**src/rtl/run_monitor.sv**
```systemverilog
// run_monitor: sequences the core's reset, counts RUN cycles, shadows one
// architectural register from writeback, detects a PC self-loop as program
// halt and reports a pass / fail / timeout verdict.
module run_monitor #(
  parameter int ADDR_WIDTH     = 32,
  parameter int DATA_WIDTH     = 32,
  parameter int REG_IDX_WIDTH  = 5,
  parameter int COUNT_WIDTH    = 16,
  parameter int RESET_CYCLES   = 2,
  parameter int HALT_CYCLES    = 4,
  parameter int TIMEOUT_CYCLES = 1600
) (
  input  logic                     clock,
  input  logic                     reset,
  input  logic                     start,
  input  logic [REG_IDX_WIDTH-1:0] exp_reg,
  input  logic [DATA_WIDTH-1:0]    exp_value,
  input  logic [ADDR_WIDTH-1:0]    pc,
  input  logic                     wb_valid,
  input  logic [REG_IDX_WIDTH-1:0] wb_rd,
  input  logic [DATA_WIDTH-1:0]    wb_data,
  output logic                     cpu_reset,
  output logic                     busy,
  output logic                     done,
  output logic                     pass,
  output logic                     timed_out,
  output logic [COUNT_WIDTH-1:0]   cycle_count,
  output logic [DATA_WIDTH-1:0]    observed
);

  localparam int HOLD_W   = $clog2(RESET_CYCLES + 1);
  localparam int STABLE_W = $clog2(HALT_CYCLES + 1);

  typedef enum logic [2:0] {
    IDLE,
    RESET_HOLD,
    RUN,
    CHECK,
    DONE
  } stateT;

  stateT                     state, stateNext;
  logic [HOLD_W-1:0]         holdCnt, holdCntNext;
  logic [STABLE_W-1:0]       stableCnt, stableCntNext;
  logic [ADDR_WIDTH-1:0]     prevPc, prevPcNext;
  logic                      prevPcValid, prevPcValidNext;
  logic [REG_IDX_WIDTH-1:0]  expReg, expRegNext;
  logic [DATA_WIDTH-1:0]     expValue, expValueNext;
  logic [COUNT_WIDTH-1:0]    countNext;
  logic [DATA_WIDTH-1:0]     observedNext;
  logic                      passNext, timedOutNext;
  logic                      pcSame, haltNow, shadowHit;

  assign pcSame    = prevPcValid && (pc == prevPc);
  assign haltNow   = pcSame && (stableCnt == STABLE_W'(HALT_CYCLES - 2));
  assign shadowHit = wb_valid && (wb_rd == expReg) && (wb_rd != '0);

  // Next-state and next-value logic for every register; outputs are derived from the next state so they stay registered
  always_comb begin
    stateNext       = state;
    holdCntNext     = holdCnt;
    stableCntNext   = stableCnt;
    prevPcNext      = prevPc;
    prevPcValidNext = prevPcValid;
    expRegNext      = expReg;
    expValueNext    = expValue;
    countNext       = cycle_count;
    observedNext    = observed;
    passNext        = pass;
    timedOutNext    = timed_out;
    case (state)
      IDLE, DONE: begin
        if (start) begin
          expRegNext      = exp_reg;
          expValueNext    = exp_value;
          countNext       = '0;
          observedNext    = '0;
          passNext        = 1'b0;
          timedOutNext    = 1'b0;
          holdCntNext     = '0;
          stableCntNext   = '0;
          prevPcValidNext = 1'b0;
          stateNext       = RESET_HOLD;
        end
      end
      RESET_HOLD: begin
        if (holdCnt == HOLD_W'(RESET_CYCLES - 1)) begin
          stateNext = RUN;
        end else begin
          holdCntNext = holdCnt + 1'b1;
        end
      end
      RUN: begin
        countNext       = cycle_count + 1'b1;
        prevPcNext      = pc;
        prevPcValidNext = 1'b1;
        if (shadowHit) begin
          observedNext = wb_data;
        end
        if (pcSame) begin
          stableCntNext = stableCnt + 1'b1;
        end else begin
          stableCntNext = '0;
        end
        if (haltNow) begin
          stateNext = CHECK;
        end else if (cycle_count == COUNT_WIDTH'(TIMEOUT_CYCLES - 1)) begin
          timedOutNext = 1'b1;
          passNext     = 1'b0;
          stateNext    = DONE;
        end
      end
      CHECK: begin
        passNext     = (observed == expValue);
        timedOutNext = 1'b0;
        stateNext    = DONE;
      end
      default: begin
        stateNext = IDLE;
      end
    endcase
  end

  // State and datapath registers with synchronous active-low reset
  always_ff @(posedge clock) begin
    if (!reset) begin
      state       <= IDLE;
      holdCnt     <= '0;
      stableCnt   <= '0;
      prevPc      <= '0;
      prevPcValid <= 1'b0;
      expReg      <= '0;
      expValue    <= '0;
      cycle_count <= '0;
      observed    <= '0;
      pass        <= 1'b0;
      timed_out   <= 1'b0;
      cpu_reset   <= 1'b1;
      busy        <= 1'b0;
      done        <= 1'b0;
    end else begin
      state       <= stateNext;
      holdCnt     <= holdCntNext;
      stableCnt   <= stableCntNext;
      prevPc      <= prevPcNext;
      prevPcValid <= prevPcValidNext;
      expReg      <= expRegNext;
      expValue    <= expValueNext;
      cycle_count <= countNext;
      observed    <= observedNext;
      pass        <= passNext;
      timed_out   <= timedOutNext;
      cpu_reset   <= (stateNext != RUN);
      busy        <= (stateNext == RESET_HOLD) || (stateNext == RUN) || (stateNext == CHECK);
      done        <= (stateNext == DONE);
    end
  end

endmodule

```
**config.mk**
```make
export PLATFORM = sky130hd
export DESIGN_NAME = run_monitor
export DESIGN_NICKNAME = d
export VERILOG_FILES = /design/src/rtl/run_monitor.sv
export SDC_FILE = /design/constraint.sdc
export NUM_CORES = 1
export LEC_CHECK = 0
export CORE_ASPECT_RATIO = 0.75
export CORE_MARGIN = 2
export CORE_UTILIZATION = 41
export CTS_CLUSTER_SIZE = 8
export DETAILED_ROUTE_END_ITERATION = 10
export GPL_ROUTABILITY_DRIVEN = 0
export PLACE_DENSITY = 0.76
export SETUP_SLACK_MARGIN = 0.1
export SLEW_MARGIN = 0
export SYNTH_ARGS = -nofsm -noshare
export SYNTH_HDL_FRONTEND = slang
export SYNTH_SLANG_ARGS = --single-unit
```
**constraint.sdc**
```tcl
create_clock -name clock -period 2.4 [get_ports clock]
set_input_delay 0.36 -clock clock [delete_from_list [all_inputs] [get_ports clock]]
set_output_delay 0.36 -clock clock [all_outputs]
set_load 0.02 [all_outputs]
```
==> results.json, run 1 <==
{
  "status": "finished, final reports clean",
  "clock_latency_ns": 0.42,
  "nFillCells": 1223,
  "place_inst": 1039,
  "cts_tree": "built",
  "wirelength_mm": 16.96,
  "synth_nets": 851,
  "via_per_inst": 5.264,
  "stdcell_count": 1074,
  "drive_above_1_share_pct": 6.340,
  "setup_tns_ns": 0,
  "timing.slew.headroom_pct": 64.15,
  "die_h_um": 107.3,
  "fin_crit_ns": 2.165,
  "drtAntennaViolNets": 0,
  "synth_cell_types": 50,
  "core_mm2": 0.01380,
  "tightest_slew_ns": 0.5302,
  "yosys.area.top_type": "dfxtp_1",
  "syn_area_per_cell_um2": 7.921,
  "regArea_mm2": 0.002623,
  "synthFlopType": "dfxtp_1",
  "htreeDepth": 4,
  "grt_pass1_vias": 5317,
  "grt.total_usage_pct": 22.20,
  "p_leak_nw": 2.965,
  "die_w_um": 141.8,
  "worstSetupStartpointType": "register",
  "yosys_warnings": 0,
  "drv_cap": 0,
  "setup_viol": 0,
  "max_freq_ghz": 0.4619,
  "place_ws_ns": -0.1557,
  "yosysSeqAreaShare_pct": 44.92,
  "n_antenna_cell": 0,
  "crit_end": "stableCnt[2]",
  "timing.rr.end": "stableCnt[2]",
  "post-dp-hpwl_mm": 11.85,
  "gr-total-overflow": 0,
  "critPathLaunch": "state[1]",
  "cts_buffer_depth": 2,
  "antenna_found_initial": 0,
  "crit_fanout": 42,
  "root_buffer": "clkbuf_16",
  "drtPass1Iterations": 5,
  "ys_ff_latch": 131,
  "dieArea_mm2": 0.01522,
  "numPortBuffers": 162,
  "drcViolationCount": 0,
  "fin_ws_ns": 0.2348,
  "min_path_type": "reg2reg",
  "skew_ns": 0.01334,
  "syn_area_mm2": 0.005838,
  "syn_inst": 737,
  "fin_nets": 1000,
  "peakVddDrop_v": 0.0004945,
  "rr_startpoint": "state[1]",
  "ys_async_sr_fraction_pct": 0,
  "grt_pass1_wl_mm": 26.70,
  "cts_inserted_buffers": 17,
  "clk_pin_slew_worst_paths_ns": 0.06,
  "multi_input_area_mm2": 0.003005,
  "powerDensity_mw_per_mm2": 655.5,
  "rsz0062_at_grt": "false",
  "synth_area_leaders": "dfxtp_1 45%, nand2_1 12%, a21oi_1 9.8%",
  "post_cts_resized": 0,
  "start_util_pct": 42.32,
  "worstPathRequired_ns": 2.74,
  "row_count": 37,
  "initialDrtViolationCount": 456,
  "drt-wirelength-per-cell_um": 15.79,
  "yosys.cell_count.top_type": "nand2_1",
  "synth_edf_count": 0,
  "fin_crit_sh_pct": 90.22,
  "syn2layout_area_growth_pct": 41.77,
  "r2r_cells": 6,
  "critPathArrivalTime_ns": 2.51,
  "vias": 5653,
  "r2r_slack_ns": 0.23,
  "end_kind": "register",
  "yosys.area.top_type_share_pct": 44.92,
  "clkSinkCount": 131,
  "ios": 163,
  "crit_type": "reg2reg",
  "yosys-top-cells-count": "190 x nand2_1, 131 x dfxtp_1, 114 x a21oi_1, 41 x xor2_1",
  "finalHoldViolCount": 0,
  "grt_start_max_net_pins": 73,
  "slew_violations": 0
}
-- what timing repair did --
item,CTS,global route
setup buffers,0,3
hold buffers,0,0
setup endpoints to repair,0,6
-- report_power, final --
part / internal [mW] / switching [mW] / leakage (nW)
clock network: 1.57 / 1.02 / 0.277
logic: 0.280 / 0.282 / 1.63
registers: 2.23 / 0.0420 / 1.06
-- cells in the final DEF, fill, tap and decap left out, types with 2 or more instances in the layout --
cell type,n
inv_1,9
buf_12,5
nand3_1,38
clkdlybuf4s50_1,162
clkinvlp_4,4
a22oi_1,2
nor4_1,19
o31a_1,3
nor2_1,24
xor2_1,41
and3_1,5
nand3b_1,6
or3_1,4
o21ai_0,10
o211ai_1,4
clkinv_4,3
ha_1,4
buf_4,10
clkbuf_16,17
bufinv_16,2
xnor2_1,26
nand2_1,189
a31oi_1,6
inv_6,4
nor2b_1,3
or4_1,4
or2_2,2
nand4_1,12
dfxtp_1,131
a21oi_1,114
nor3_1,6
nand2b_1,2
-- worst max-delay path: stages (launching register included) --
cell and delay, ns:
dfxtp_1 0.48, or3b_1 0.46, buf_4 0.30, nor4_2 0.34, and3_1 0.24, nand3b_1 0.10
a31oi_1 0.15
-- metal layers --
metal | vias up | track usage (%) | share of wire (%)
li1 | 2811 | - | -
met5 | - | 0 | 0
met3 | 25 | 5.738 | 6.2
met4 | 0 | 7.857 | 2.2
met1 | 2630 | 32.02 | 49
met2 | 187 | 31.93 | 43
-- sequential cells by signal, summed over array words and instances, names as in the netlist --
name	cells
expValue	32
observed	32
prevPc	32
cycle_count	16
expReg	5
stableCnt	3
state	3
holdCnt	2
busy	1
cpu_reset	1
done	1
pass	1
prevPcValid	1
timed_out	1
-- layout make-up --
| cell class | instances | share of cell area [%] |
|---|---|---|
| multi-input cells | 549 | 36.31 |
| flip-flops and latches | 131 | 31.69 |
| repair buffers | 177 | 21.71 |
| clock buffers | 19 | 5.351 |
| well taps | 175 | 2.646 |
| clock inverters | 13 | 1.829 |
| inverters | 10 | 0.4686 |
-- worst min path at each step --
stage                             start           end  cells past startpoint
after floorplan               expReg[4]     expReg[4]                      2
after global placement       prevPc[21]    prevPc[21]                      2
after detailed placement      expReg[4]     expReg[4]                      2
after CTS                     expReg[4]     expReg[4]                      2
after global routing      exp_value[27]  expValue[27]                      3
final                         expReg[4]     expReg[4]                      2
-- kinds of logic after synthesis --
logic type,synth area share (%)
muxes,0.5572
and+or+nand+nor,26.15
AOI/OAI and AO/OA,13.63
xor gates and xnor gates,10.05
adders and majority gates,0.8573
buffers and inverters,3.836
DFF,44.92
-- per-stage QoR --
step | instance area (um2) | hold slack, ns | utilization [%] | total power, mW
6_report | 8277 | 0.4654 | 59.99 | 5.425
4_1_cts | 8242 | 0.4631 | 59.74 | 5.467
2_1_floorplan | 5838 | 0.4363 | - | 2.577
3_3_place_gp | 7647 | 0.4465 | 55.43 | 2.872
5_1_grt | 8277 | 0.4757 | 59.99 | 5.622
3_5_place_dp | 7647 | 0.4543 | 55.43 | 2.878
Note: power is estimated with default switching activity, not from simulation.
==> inputs of run 2 (changes only) <==
Settings changed: GPL_TIMING_DRIVEN set to 0.
==> run 2 against run 1 <==
Final cell count rose by 2.9%. Hold slack lost 0.048 ns. Combinational power increased by 4.3%. Largest cell class unchanged. Highest routed layer unchanged.
==> results.json, run 2 (synthesis results as in run 1) <==
{
  "p_leak_nw": 2.995,
  "crit_type": "reg2reg",
  "crit_chain": "ha_1 > and3_1 > and3_1 > clkbuf_1 > nand3_1 > a31oi_1 > nor2_1 > or4b_1",
  "initialDrtViolationCount": 458,
  "vias": 5831,
  "n_antenna_cell": 0,
  "stdcell_count": 1105,
  "drtPass1Iterations": 5,
  "fin_nets": 1031,
  "critPathArrivalTime_ns": 2.47,
  "rsz0062_at_grt": "true",
  "hold-path-cell-count": 2,
  "dieArea_mm2": 0.01522,
  "tightest_slew_ns": 0.8187,
  "rr_startpoint": "cycle_count[0]",
  "layout_common_cells": "190 x nand2_1, 161 x clkdlybuf4s50_1, 131 x dfxtp_1, 114 x a21oi_1, 41 x xor2_1",
  "crit_fanout": 7,
  "crit_family": "simple AND/OR/NAND/NOR gates",
  "end_kind": "register",
  "numPortBuffers": 161,
  "place_inst": 1073,
  "drive_above_1_share_pct": 5.699,
  "via_per_inst": 5.277,
  "fin_crit_ns": 2.218,
  "cts_hold_buf": 0,
  "grt_pass1_vias": 5447,
  "grt_pass1_wl_mm": 28.19,
  "min_to": "state[0]",
  "die_h_um": 107.3,
  "max_freq_ghz": 0.4509,
  "htreeDepth": 4,
  "powerDensity_mw_per_mm2": 689.3,
  "finalHoldViolCount": 0,
  "min_path_type": "in2reg",
  "routed-wl-met2_mm": 7.967,
  "place_ws_ns": -0.2578,
  "cts_inserted_buffers": 17,
  "timing.slew.headroom_pct": 44.92,
  "slew_violations": 0,
  "r2r_slack_ns": 0.18,
  "setup_viol": 0,
  "reg.largest.list": "expValue: 32 flops, observed: 32 flops, prevPc: 32 flops",
  "grt.total_usage_pct": 23.85,
  "worstPathRequired_ns": 2.66,
  "post-dp-hpwl_mm": 13.40,
  "cts_tree": "built",
  "timing.rr.end": "cpu_reset",
  "drtAntennaViolNets": 0,
  "row_count": 37,
  "wirelength_mm": 18.27,
  "slowest_stage": "or4b_1",
  "drt-met1-wl_mm": 8.722,
  "critPathBufInv": 1,
  "fin_ws_ns": 0.1821,
  "start_util_pct": 42.32,
  "syn2layout_area_growth_pct": 43.18,
  "r2r_cells": 8,
  "peakVddDrop_v": 0.0005195,
  "worstSetupStartpointType": "register",
  "final_common_cell": "nand2_1",
  "fin_crit_sh_pct": 92.41,
  "worstHoldStart": "reset",
  "antenna_found_initial": 0,
  "grt_start_max_net_pins": 17,
  "route.met3.wl_mm": 1.324,
  "drv_cap": 0,
  "ios": 163,
  "cts_buffer_depth": 2,
  "die_w_um": 141.8,
  "clk_pin_slew_worst_paths_ns": 0.06,
  "core_mm2": 0.01380,
  "crit_cells": 8,
  "clkSinkCount": 131,
  "max_stage_delay_ns": 0.54,
  "drt-wirelength-per-cell_um": 16.54,
  "post-route-util_pct": 60.59,
  "maxUsedRoutingLayer": "met4",
  "root_buffer": "clkbuf_16",
  "drcViolationCount": 0,
  "skew_ns": 0.008454,
  "gr-total-overflow": 0,
  "clock_latency_ns": 0.41,
  "crit_top_cell": "and3_1",
  "status": "finished, final reports clean"
}
-- run 2: changes by cell type in the layout (fill, tap and decap cells not counted), moves of 2 or more --
cell	previous run	this run
buf_4	10	1
inv_6	4	2
buf_2	0	4
clkinv_4	3	1
bufinv_16	2	5
clkinvlp_4	4	2
clkbuf_1	1	34
buf_12	5	0
buf_1	0	2
clkbuf_2	0	6
-- run 2: final cells by class --
cell class / instances / area (um2)
Fill cell: 1218 / 5436
Clock buffer: 20 / 456.7
Tap cell: 175 / 219.0
Buffer: 47 / 196.4
Clock inverter: 12 / 201.4
Multi-Input combinational cell: 549 / 3014
Inverter: 10 / 37.54
Timing Repair Buffer: 161 / 1612
Sequential cell: 131 / 2623
-- run 2: through the flow --
stage                     power (mW)  hold WS [ns]  area (um2)  TNS, ns
after CTS                      5.771        0.3963        8339        0
after floorplan                2.577        0.4363        5838        0
final                          5.762        0.4173        8359        0
after global routing           5.922        0.4243        8359        0
after global placement         2.876        0.4459        7669   -6.916
after detailed placement       2.884        0.4547        7669   -7.362
-- run 2: power by group --
part	switching [mW]	internal, mW	leakage, nW
clock network	1.00	1.90	0.317
registers	0.0364	2.23	1.06
logic	0.308	0.278	1.62
total	1.35	4.41	2.99
-- run 2: worst max path at each step --
stage	startpoint	endpoint	slack, ns
floorplan	cycle_count[0]	cpu_reset	0.45
global placement	wb_rd[3]	observed[16]	-0.24
detailed placement	wb_rd[3]	observed[5]	-0.26
CTS	wb_rd[0]	observed[20]	0.15
global route	cycle_count[0]	cpu_reset	0.09
finish	cycle_count[0]	cpu_reset	0.18
-- run 2: per-layer routing --
| layer | global-route usage [%] | vias up |
|---|---|---|
| li1 | - | 2873 |
| met1 | 34.52 | 2718 |
| met2 | 35.61 | 218 |
| met3 | 4.938 | 22 |
| met4 | 7.429 | 0 |
| met5 | 0 | - |
-- run 2: what timing repair did --
item	CTS	global route
hold endpoints to repair	0	0
resized for setup	3	12
pin swaps	0	0
buffers inserted	0	0
endpoints found under the setup margin	30	48
